`src/rtl/gather_pkg.sv`:
```
// rtl/gather_pkg.sv - shared constants and helpers for rr_gather_arb (optional feature macro: RR_GATHER_LOCK_EN)
package gather_pkg;

  localparam int GATHER_WIDTH = 40;
  localparam int GATHER_N     = 4;

  // Tag width for n requesters; never narrower than one bit so N=1 still has a port
  function automatic int idx_w(input int n);
    return (n > 1) ? $clog2(n) : 1;
  endfunction

  localparam int GATHER_IW = idx_w(GATHER_N);

  typedef logic [GATHER_IW-1:0] gather_id_t;

endpackage

```
`src/rtl/rr_pointer_arb.sv`:
```
// rtl/rr_pointer_arb.sv - round-robin pointer and rotating priority encoder (optional feature macro: RR_GATHER_LOCK_EN)
module rr_pointer_arb
  import gather_pkg::*;
#(
  parameter int N  = GATHER_N,
  parameter int IW = idx_w(N)
) (
  input  logic          clock,
  input  logic          reset,
  input  logic [N-1:0]  req,
  input  logic          advance,
`ifdef RR_GATHER_LOCK_EN
  input  logic          lock,
`endif
  output logic [N-1:0]  grant,
  output logic [IW-1:0] grant_idx,
  output logic          grant_any
);

  logic [IW-1:0] ptr_q, ptr_d;
  logic [IW-1:0] cand;
  logic [IW-1:0] ptr_next;
  logic [N-1:0]  elig;

`ifdef RR_GATHER_LOCK_EN
  logic lock_q, lock_d;

  // While locked, ptr holds the owner and only the owner may be granted
  always_comb begin
    elig = lock_q ? (req & (N'(1) << ptr_q)) : req;
  end
`else
  // Without locking every valid requester is eligible
  always_comb begin
    elig = req;
  end
`endif

  // Rotating search: first eligible index starting at ptr, wrapping modulo N
  always_comb begin
    grant_any = 1'b0;
    grant_idx = '0;
    cand      = '0;
    for (int k = 0; k < N; k++) begin
      cand = IW'((int'(ptr_q) + k) % N);
      if (!grant_any && (((elig >> cand) & N'(1)) != '0)) begin
        grant_any = 1'b1;
        grant_idx = cand;
      end
    end
    grant = grant_any ? (N'(1) << grant_idx) : '0;
  end

  // Pointer moves just past the winner; wraps at N-1 so non-power-of-two N works
  always_comb begin
    ptr_next = (grant_idx == IW'(N - 1)) ? '0 : grant_idx + IW'(1);
    ptr_d    = ptr_q;
`ifdef RR_GATHER_LOCK_EN
    lock_d = lock_q;
    if (advance && grant_any) begin
      if (lock) begin
        lock_d = 1'b1;
        ptr_d  = grant_idx;
      end else begin
        lock_d = 1'b0;
        ptr_d  = ptr_next;
      end
    end
`else
    if (advance && grant_any) begin
      ptr_d = ptr_next;
    end
`endif
  end

  // Pointer state register
  always_ff @(posedge clock or posedge reset) begin
    if (reset) begin
      ptr_q <= '0;
    end else begin
      ptr_q <= ptr_d;
    end
  end

`ifdef RR_GATHER_LOCK_EN
  // Lock flag register; reset releases any packet in progress
  always_ff @(posedge clock or posedge reset) begin
    if (reset) begin
      lock_q <= 1'b0;
    end else begin
      lock_q <= lock_d;
    end
  end
`endif

endmodule

```
`src/rtl/rr_gather_arb.sv`:
```
// rtl/rr_gather_arb.sv - N-way round-robin gather into one output register (optional feature macro: RR_GATHER_LOCK_EN)
module rr_gather_arb
  import gather_pkg::*;
#(
  parameter int width = GATHER_WIDTH,
  parameter int N     = GATHER_N,
  parameter int IW    = idx_w(N)
) (
  input  logic               clock,
  input  logic               reset,
  input  logic [N*width-1:0] m_data,
  input  logic [N-1:0]       m_valid,
`ifdef RR_GATHER_LOCK_EN
  input  logic [N-1:0]       m_last,
  output logic               s_last,
`endif
  output logic [N-1:0]       m_ready,
  output logic [width-1:0]   s_data,
  output logic [IW-1:0]      s_id,
  output logic               s_valid,
  input  logic               s_ready
);

  logic             s_valid_q;
  logic [width-1:0] data_q, data_d;
  logic [IW-1:0]    id_q;
  logic             load_ok;
  logic             load;
  logic [N-1:0]     grant;
  logic [IW-1:0]    grant_idx;
  logic             grant_any;

  assign load_ok = !s_valid_q || s_ready;
  assign load    = load_ok && grant_any;

`ifdef RR_GATHER_LOCK_EN
  logic last_q, last_d;
  logic beat_lock;

  assign beat_lock = ((m_last & grant) == '0);
`endif

  rr_pointer_arb #(
    .N  (N),
    .IW (IW)
  ) u_ptr_arb (
    .clock     (clock),
    .reset     (reset),
    .req       (m_valid),
    .advance   (load),
`ifdef RR_GATHER_LOCK_EN
    .lock      (beat_lock),
`endif
    .grant     (grant),
    .grant_idx (grant_idx),
    .grant_any (grant_any)
  );

  // Ready only to the winner, only when the register can take it, never during reset
  always_comb begin
    m_ready = reset ? '0 : (grant & {N{load_ok}});
  end

  // One-hot payload select from the winning requester slice
  always_comb begin
    data_d = '0;
`ifdef RR_GATHER_LOCK_EN
    last_d = 1'b0;
`endif
    for (int i = 0; i < N; i++) begin
      if (grant[i]) begin
        data_d = m_data[i*width +: width];
`ifdef RR_GATHER_LOCK_EN
        last_d = m_last[i];
`endif
      end
    end
  end

  // Valid flag: refills or empties whenever the register drains; reset drops the held beat
  always_ff @(posedge clock or posedge reset) begin
    if (reset) begin
      s_valid_q <= 1'b0;
    end else if (load_ok) begin
      s_valid_q <= grant_any;
    end
  end

  // Payload and tag carry no reset; they are only meaningful while s_valid is high
  always_ff @(posedge clock) begin
    if (load) begin
      data_q <= data_d;
      id_q   <= grant_idx;
`ifdef RR_GATHER_LOCK_EN
      last_q <= last_d;
`endif
    end
  end

  assign s_valid = s_valid_q;
  assign s_data  = data_q;
  assign s_id    = id_q;
`ifdef RR_GATHER_LOCK_EN
  assign s_last  = last_q;
`endif

endmodule

```
`config.mk`:
```
export PLATFORM = sky130hd
export DESIGN_NAME = rr_gather_arb
export DESIGN_NICKNAME = d
export VERILOG_FILES = /design/src/rtl/gather_pkg.sv /design/src/rtl/rr_pointer_arb.sv /design/src/rtl/rr_gather_arb.sv
export SDC_FILE = /design/constraint.sdc
export NUM_CORES = 1
export LEC_CHECK = 0
export CAP_MARGIN = 20
export CORE_MARGIN = 4
export CORE_UTILIZATION = 39
export DETAILED_ROUTE_END_ITERATION = 7
export GPL_ROUTABILITY_DRIVEN = 1
export GPL_TIMING_DRIVEN = 0
export PLACE_DENSITY = 0.87
export RECOVER_POWER = 25
export SLEW_MARGIN = 20
export SYNTH_ARGS = -nofsm -noshare
export SYNTH_HDL_FRONTEND = slang
export SYNTH_SLANG_ARGS = --single-unit
```
`constraint.sdc`:
```
create_clock -name clock -period 9 [get_ports clock]
set_clock_uncertainty 0.1 [all_clocks]
set_input_delay 1.35 -clock clock [delete_from_list [all_inputs] [get_ports clock]]
set_output_delay 1.35 -clock clock [all_outputs]
set_load 0.02 [all_outputs]
```
Word-level counts from Yosys, hierarchy flattened

Index checks and enable logic that the tools add are counted.

Flip-flop bits (word level): 45
Bits in latches: 0
Memory bits (writable): 0
Bits in read-only memories: 0
Input bits: 167
Output and inout bits: 47
Logic and storage cells: 40
Memories kept: 0

$add $sub $neg: 4
Multipliers: 0
Divide/modulo/power cells: 0
$lt $le $gt $ge: 0
Equality and inequality tests: 1
Shift-type cells: 5
Multiplexer cells: 15
Bitwise operators: 1
Reduce and logical (&&, ||, !) cells: 10

Operators with widths:

| operator              | number |
|---|---|
| $mux W40              | 4 |
| $shr A4 B2 Y1         | 4 |
| $mux W2               | 5 |
| $mux W4               | 2 |
| $logic_and A1 B1 Y1   | 5 |
| $add A2 B1 Y2 const B | 2 |
| $add A2 B2 Y2 const B | 2 |
| $and A4 B4 Y4         | 1 |
| $logic_not A1 Y1      | 4 |
| $mux W1               | 4 |
| $shl A1 B2 Y4 const A | 1 |
| $eq A2 B2 Y1 const B  | 1 |
| $logic_or A1 B1 Y1    | 1 |

Logic depth before layout (Yosys ltp)

Gate-level depths: netlist of the first run.

Depth after elaboration: 17
Gate-level depth with buffers: 9
Gate-level depth less buffers: 7

Cells and area by module

From an unflattened synthesis of the first run, not the netlist that was laid out.

Cells, all modules: 228
Area, all modules: 2,675.1 um^2

Modules (own cells, without submodules):

| module         | times used | cells an instance | area each (um^2) | sequential area each (um^2) |
|---|---|---|---|---|
| rr_gather_arb  | 1          | 197               | 2,387.3          | 1,286.2 |
| rr_pointer_arb | 1          | 31                | 287.8            | 50.0 |

Worst setup path before layout of the first run

No wires, ideal clock.

Path kind: input -> output
Start point: in m_valid[2]
End point: out m_ready[3]
Arrival: 2,830 ps
Required time: 7,550 ps
Setup slack: 4,720 ps
Stages: 7
Buffers on the path: 2
Cells stage by stage: nor2b_1 o21ai_0 and3_1 ha_1 clkbuf_1 clkbuf_1 and2_1

Longest elaborated chain between the ends: 15
Elaborated cells on any way between the ends: 22
Those cells by class: shift: 5; mux: 10; bitwise: 1; reduce/logical: 6

RTL lines:

| element             | line                 | RTL |
|---|---|---|
| start, declared     | rr_gather_arb.sv:12  | `input logic [N-1:0] m_valid,` |
| $shr A4 B2 Y1       | rr_pointer_arb.sv:46 | `if (!grant_any && (((elig >> cand) & N'(1)) != '0)) begin` |
| $mux W1             | rr_pointer_arb.sv:46 |  |
| $logic_not A1 Y1    | rr_pointer_arb.sv:46 |  |
| $logic_and A1 B1 Y1 | rr_pointer_arb.sv:46 |  |
| $mux W1             | rr_pointer_arb.sv:46 |  |
| $logic_not A1 Y1    | rr_pointer_arb.sv:46 |  |
| $logic_and A1 B1 Y1 | rr_pointer_arb.sv:46 |  |
| $mux W1             | rr_pointer_arb.sv:46 |  |
| $logic_not A1 Y1    | rr_pointer_arb.sv:46 |  |
| $logic_and A1 B1 Y1 | rr_pointer_arb.sv:46 |  |
| $mux W2 *           | rr_pointer_arb.sv:46 |  |
| via grant_idx[0]    | rr_gather_arb.sv:30  | `logic [IW-1:0] grant_idx;` |
| $shl A1 B2 Y4 *     | rr_pointer_arb.sv:51 | `grant = grant_any ? (N'(1) << grant_idx) : '0;` |
| $mux W4 *           | rr_pointer_arb.sv:51 |  |
| $and A4 B4 Y4 *     | rr_gather_arb.sv:61  | `m_ready = reset ? '0 : (grant & {N{load_ok}});` |
| $mux W4 *           | rr_gather_arb.sv:61  |  |
| end, declared       | rr_gather_arb.sv:17  | `output logic [N-1:0] m_ready,` |

The timed path passes the listed nets; every way through them passes the cells marked *.

Worst setup path after layout of the first run

Same ends and word-level chain as after synthesis.

==> key figures, run 1 <==
Status
  • Status: completed

Clock tree
  • CTS HTree Levels: 2
  • Number of setup buffers added after CTS: 0
  • CTS tree: done
  • Hold_buf cts: 0
  • Worst-path clk slew: 0.09 ns
  • Resized cells post-CTS: 0
  • Max clock buf depth: 2
  • Clock root buffer: clkbuf_8
  • Total CTS buffers: 5
  • Worst skew pair latency: 0.30 ns
  • CTS sink cnt: 45

Cells and area
  • # fillers: 585
  • Fraction of layout cells with a size suffix above 1: 4.70%
  • Final core occ: 71.5%
  • Layout Area Growth over Synthesis: 77.2%
  • Number of nets in the layout: 745
  • Antenna Cells: 0

Timing
  • Post-layout minimum cycle time: 5.93 ns
  • Final TNS setup: 0 ns
  • Max Clk Rate: 169 MHz
  • RSZ-0062 raised after global routing: no
  • # setup viols final: 0
  • Max-slew violation count: 0
  • Worst Tran Pin Value: 0.598 ns
  • Final period util: 65.8%
  • Hold_ws: 0.452 ns
  • Max-slew headroom: 59.9%
  • Fin. Hold Viols: 0

Critical path
  • Worst path max stage delay: 0.61 ns
  • Slowest cell on crit path: dlygate4sd3_1
  • Cell-by-cell trace of the critical path: dlygate4sd3_1, nor2b_1, o21ai_0, and3_1, ha_1, clkbuf_1, clkbuf_1, and2_1, clkdlybuf4s50_1
  • Crit path depth: 9
  • Kind of critical path: in2out
  • Required @ worst endpoint: 7.55 ns
  • Element type at the critical path start: input pin
  • CP delay by family, top: buffers and inverters
  • Crit Path Max Fanout: 10
  • CP most frequent cell: clkbuf_1
  • Buf/Inv on CP: 4
  • Cell depth of the worst flop-to-flop path: 8
  • Arr. time, crit path: 4.48 ns
  • Setup crit end kind: primary output

Power
  • Total Power: 1.29 mW
  • Leakage power: 2.12 nW
  • Switching power: 0.493 mW
  • PD cells: 232 nW/µm²
  • Pint: 0.794 mW
  • Logic pwr share: 58.6%
  • Flop pwr share: 27.1%
  • Sw frac: 38.3%
  • Peak supply drop: 119 µV
  • Clock share of power: 14.2%

Routing
  • M1 WL: 4.65 mm
  • DRT iter0 DRCs: 206
  • Final ANT Viol Nets: 0
  • Max Used Layer: met4
  • DR WL/cell: 18.8 µm
  • Via count: 3731
  • Routed WL: 12.7 mm
  • Metal3 WL: 1.09 mm
  • Vias per cell: 5.51
  • Met2 routed WL: 6.54 mm
  • DRT Pass-1 Iters: 5
  • Drc violations: 0

Synthesis
  • Unique masters post-synth: 28
  • Synthesized area: 3130 µm²
  • Syn nets: 524
  • Top-area cell type share of the netlist area: 40.2%
  • Mean area per synthesized cell: 8.88 µm²
  • Top cells by area, synth: edfxtp_1, a21oi_1, a221o_1
  • Cell count after synthesis: 353
  • Sequential element share of the synthesized area: 42.6%
  • Synth warnings: 0
  • Synth Register Bits: 45
  • Area leader, netlist: edfxtp_1

Floorplan
  • I/O pin cnt: 214
  • CORE AREA: 7770 µm²
  • Die H: 97.6 µm
  • Die X: 97.6 µm
  • Die area: 9530 µm²
  • Initial Util: 40.4%
  • Std cell rows: 32

Placement
  • GP Congestion: 0.945
  • I/O Buffers: 213
  • Hpwl dp: 10.1 mm

Global route
  • First-pass GRT wire length: 19.5 mm
  • GRT Total Usage: 25.5%
  • Number of global-route vias before repair: 3851
  • Pin count of the biggest net entering global routing: 27
  • Initial antenna violation count: 0
  • GRT overflow: 0

Worst hold path
  • Type of the worst min-delay path: reg2reg
  • Hold Path Depth: 2

Flow run
  • Max cap viols: 0
[cells in the final DEF, fill, tap and decap left out, drive strengths merged, types with 5 or more instances in the layout]
master         netlist  final
clkbuf              22     27
dlygate4sd3          0     32
inv                 41     41
a221o               40     40
nand3b              40     40
clkdlybuf4s50        0    181
edfxtp              42     42
a21oi               80     80
nor2b                5      5
nand2               41     41
buf                 14     15
[cells by family after synthesis]
kind of cell	after synthesis	synth area share, %
mux	1	0.359
flops	45	42.6
buf+inv	77	9.78
compound gates	128	27.5
fa+ha+maj	4	1.60
simple gates	98	18.1
[Yosys cell counts]
cell      number
a21boi_0       1
a21o_1         1
a21oi_1       80
a221o_1       40
a41oi_1        1
and2_1         4
and3_1         1
buf_2         14
clkbuf_1      22
dfrtp_1        3
edfxtp_1      42
ha_1           4
inv_1         41
mux2_1         1
nand2_1       41
nand2b_1       1
nand3_1        1
nand3b_1      40
nor2_1         2
nor2b_1        5
nor3_1         1
nor4_4         1
o21ai_0        1
o21ba_2        1
o21bai_1       1
o22a_1         1
o22ai_1        1
or2_2          1
[worst reg2reg max path: stages (launching register included)]
cell and delay (ns):
dfrtp_1 0.44, a21o_1 0.17, a21boi_0 0.25, o22a_1 0.24
ha_1 0.17, clkbuf_1 0.37, clkbuf_1 0.46, a221o_1 0.19
a21oi_1 0.09
[registers in the layout, indices dropped and copies added, names as in the netlist]
signal / flops
u_ptr_arb.ptr_q: 2
s_id: 2
s_valid: 1
s_data: 40
[area by class of cell]
type | instances | area, µm² | share of cell area, %
buffer | 36 | 153 | 2.75
sequential | 45 | 1340 | 24.1
inverter | 41 | 154 | 2.77
multi-input combinational | 231 | 1500 | 27.0
clock buffer | 5 | 68.8 | 1.24
clock inverter | 3 | 65.1 | 1.17
tap | 102 | 128 | 2.30
timing repair buffer | 214 | 2150 | 38.7
[power by group through the flow]
stage / sequential [mW] / combinational, mW / clock (mW)
after floorplan: 0.438 / 0.371 / 0
after global placement: 0.354 / 0.743 / 0
after detailed placement: 0.356 / 0.764 / 0
after CTS: 0.352 / 0.768 / 0.186
after global routing: 0.355 / 0.811 / 0.195
final: 0.349 / 0.755 / 0.183
[through the flow]
stage                     instances  instance area [µm²]  worst slack [ns]
after floorplan                 353                 3130              4.72
after detailed placement        669                 5420              3.19
after CTS                       677                 5560              3.17
final                           677                 5560              3.07
after global routing            677                 5560              2.85
after global placement          668                 5390              3.27
[metal layers]
metal	track usage, %	vias to the layer above
met5	0	-
met4	9.58	0
met3	5.89	36
met2	46.5	219
met1	28.6	1745
li1	-	1731
[final timing paths]
check | from | endpoint | slack [ns]
max | m_valid[2] | m_ready[3] | 3.07
min | s_valid | s_valid | 0.45
max reg2reg | u_ptr_arb.ptr_q[1] | s_data[24] | 6.26
min reg2reg | s_valid | s_valid | 0.45
max in group asynchronous | reset | s_valid | 7.40
min in group asynchronous | reset | u_ptr_arb.ptr_q[0] | 1.27
Note: power is estimated with default switching activity, not from simulation.
==> run 2: changes to the inputs <==
CORE_UTILIZATION = 33   (was 39)
PLACE_DENSITY = 0.79   (was 0.87)
clock period = 4.9 ns   (was 9 ns; I/O delays follow)
==> key figures, run 2 (synthesis results as in run 1) <==
Floorplan
  • Die H: 105 µm
  • I/O pin cnt: 214
  • CORE AREA: 9240 µm²
  • Std cell rows: 35
  • Die area: 11100 µm²
  • Die X: 105 µm
  • Initial Util: 33.9%

Critical path
  • Cell depth of the worst flop-to-flop path: 8
  • Worst reg-to-reg setup slack: 2.21 ns
  • Setup crit end kind: primary output
  • R2r startpoint: u_ptr_arb.ptr_q[1]
  • Slowest cell on crit path: clkdlybuf4s50_1
  • Worst path max stage delay: 0.62 ns
  • R2r endpoint: s_data[35]
  • Element type at the critical path start: input pin
  • Crit Path Max Fanout: 10
  • Arr. time, crit path: 3.68 ns
  • Cell-by-cell trace of the critical path: clkdlybuf4s50_1, a21o_1, a21boi_0, o22a_1, ha_1, clkbuf_1, clkbuf_1, and2_1, clkdlybuf4s50_1
  • Required @ worst endpoint: 4.07 ns
  • Kind of critical path: in2out

Routing
  • DR WL/cell: 18.0 µm
  • Drc violations: 0
  • Vias per cell: 5.27
  • DRT iter0 DRCs: 154
  • Via count: 3707
  • Routed WL: 12.7 mm
  • Final ANT Viol Nets: 0
  • DRT Pass-1 Iters: 5

Cells and area
  • Number of nets in the layout: 745
  • # fillers: 819
  • Most frequent cells in the layout: clkdlybuf4s50_1, a21oi_1, edfxtp_1
  • Largest register FFs: 40
  • Layout Area Growth over Synthesis: 76.9%
  • Fraction of layout cells with a size suffix above 1: 4.35%
  • Antenna Cells: 0
  • Fin area: 5540 µm²
  • Most common cell after layout, fill and taps aside: clkdlybuf4s50_1

Global route
  • First-pass GRT wire length: 19.4 mm
  • Initial antenna violation count: 0
  • Met1 Use GR: 24.9%
  • Number of global-route vias before repair: 3888
  • Grt met2 use: 39.3%
  • Met3 Resource Use GR: 3.98%
  • Pin count of the biggest net entering global routing: 23
  • GRT Total Usage: 21.6%
  • GRT overflow: 0
  • Top Usage Layer GRT: met2

Clock tree
  • Resized cells post-CTS: 0
  • Worst skew pair latency: 0.29 ns
  • Max clock buf depth: 2
  • Worst-path clk slew: 0.09 ns
  • Hold_buf cts: 0
  • CTS tree: done
  • Number of setup buffers added after CTS: 0
  • CTS HTree Levels: 2
  • Clock root buffer: clkbuf_8
  • CTS sink cnt: 45
  • Total CTS buffers: 5

Placement
  • Post-DP Area: 5460 µm²
  • GP Congestion: 0.827
  • Hpwl dp: 9.68 mm
  • I/O Buffers: 213

Timing
  • RSZ-0062 raised after global routing: no
  • Max Clk Rate: 221 MHz
  • Worst Tran Pin Value: 0.752 ns
  • Final period util: 92.2%
  • Post-layout minimum cycle time: 4.52 ns
  • Fin. Hold Viols: 0
  • Max-slew headroom: 49.7%
  • Hold_ws: 0.471 ns
  • # setup viols final: 0
  • Max-slew violation count: 0

Status
  • Status: completed

Worst hold path
  • Hold Path Depth: 2
  • HP Start: s_valid
  • Type of the worst min-delay path: reg2reg
  • Hold endpoint: s_valid

Power
  • PD cells: 407 nW/µm²
  • Peak supply drop: 168 µV
  • Leakage power: 2.10 nW

Flow run
  • Max cap viols: 0
[run 2: cell types whose count changed in the layout (fill, tap and decap cells not counted), sizes merged]
cell | previous run | this run
clkdlybuf4s50 | 181 | 183
dlygate4sd3 | 32 | 30
clkinv | 1 | 3
bufinv | 2 | 0
[run 2: per-layer routing]
metal  vias up  share of wire (%)
li1       1729                  -
met1      1770                 40
met2       183                 51
met3        25                7.2
met4         0                2.3
met5         -                  0
[run 2: report_power, final]
part           internal (mW)  switching [mW]
clock                 0.0966           0.137
sequential             0.605          0.0352
combinational          0.651           0.733
total                   1.35           0.905
[run 2: layout make-up]
type / instances / area [µm²] / area share, %
repair buffers: 214 / 2160 / 39.0
multi-input cells: 231 / 1500 / 27.0
flip-flops and latches: 45 / 1340 / 24.1
well taps: 129 / 161 / 2.91
inverters: 41 / 154 / 2.78
plain buffers: 36 / 153 / 2.75
clock buffers: 5 / 68.8 / 1.24
clock inverters: 3 / 12.5 / 0.226
[run 2: worst max-delay path: cells and delay by family]
kind                       cells  cell delay, ns
and+or+nand+nor                1            0.20
adders and majority gates      1            0.16
AOI/OAI and AO/OA              3            0.68
buffers and inverters          4            1.90
[run 2: worst max path at each step]
| stage | start | cells past startpoint | end |
|---|---|---|---|
| 6_report | m_valid[1] | 9 | m_ready[3] |
| 5_1_grt | m_valid[1] | 9 | m_ready[3] |
| 4_1_cts | m_valid[1] | 9 | m_ready[3] |
| 3_5_place_dp | m_valid[0] | 9 | m_ready[3] |
| 3_3_place_gp | m_valid[1] | 4 | u_ptr_arb.ptr_q[1] |
| 2_1_floorplan | m_valid[0] | 3 | u_ptr_arb.ptr_q[1] |
[run 2: per-stage QoR]
stage          std cells  power (mW)  utilization, %  setup TNS, ns  setup WS (ns)
6_report             704        2.26            60.0              0          0.384
5_1_grt              704        2.40            60.0              0          0.117
4_1_cts              704        2.30            60.0              0          0.364
3_5_place_dp         696        2.06            59.1              0          0.360
3_3_place_gp         695        2.02            58.7         -0.152        -0.0581
2_1_floorplan        353        1.49               -              0           1.66
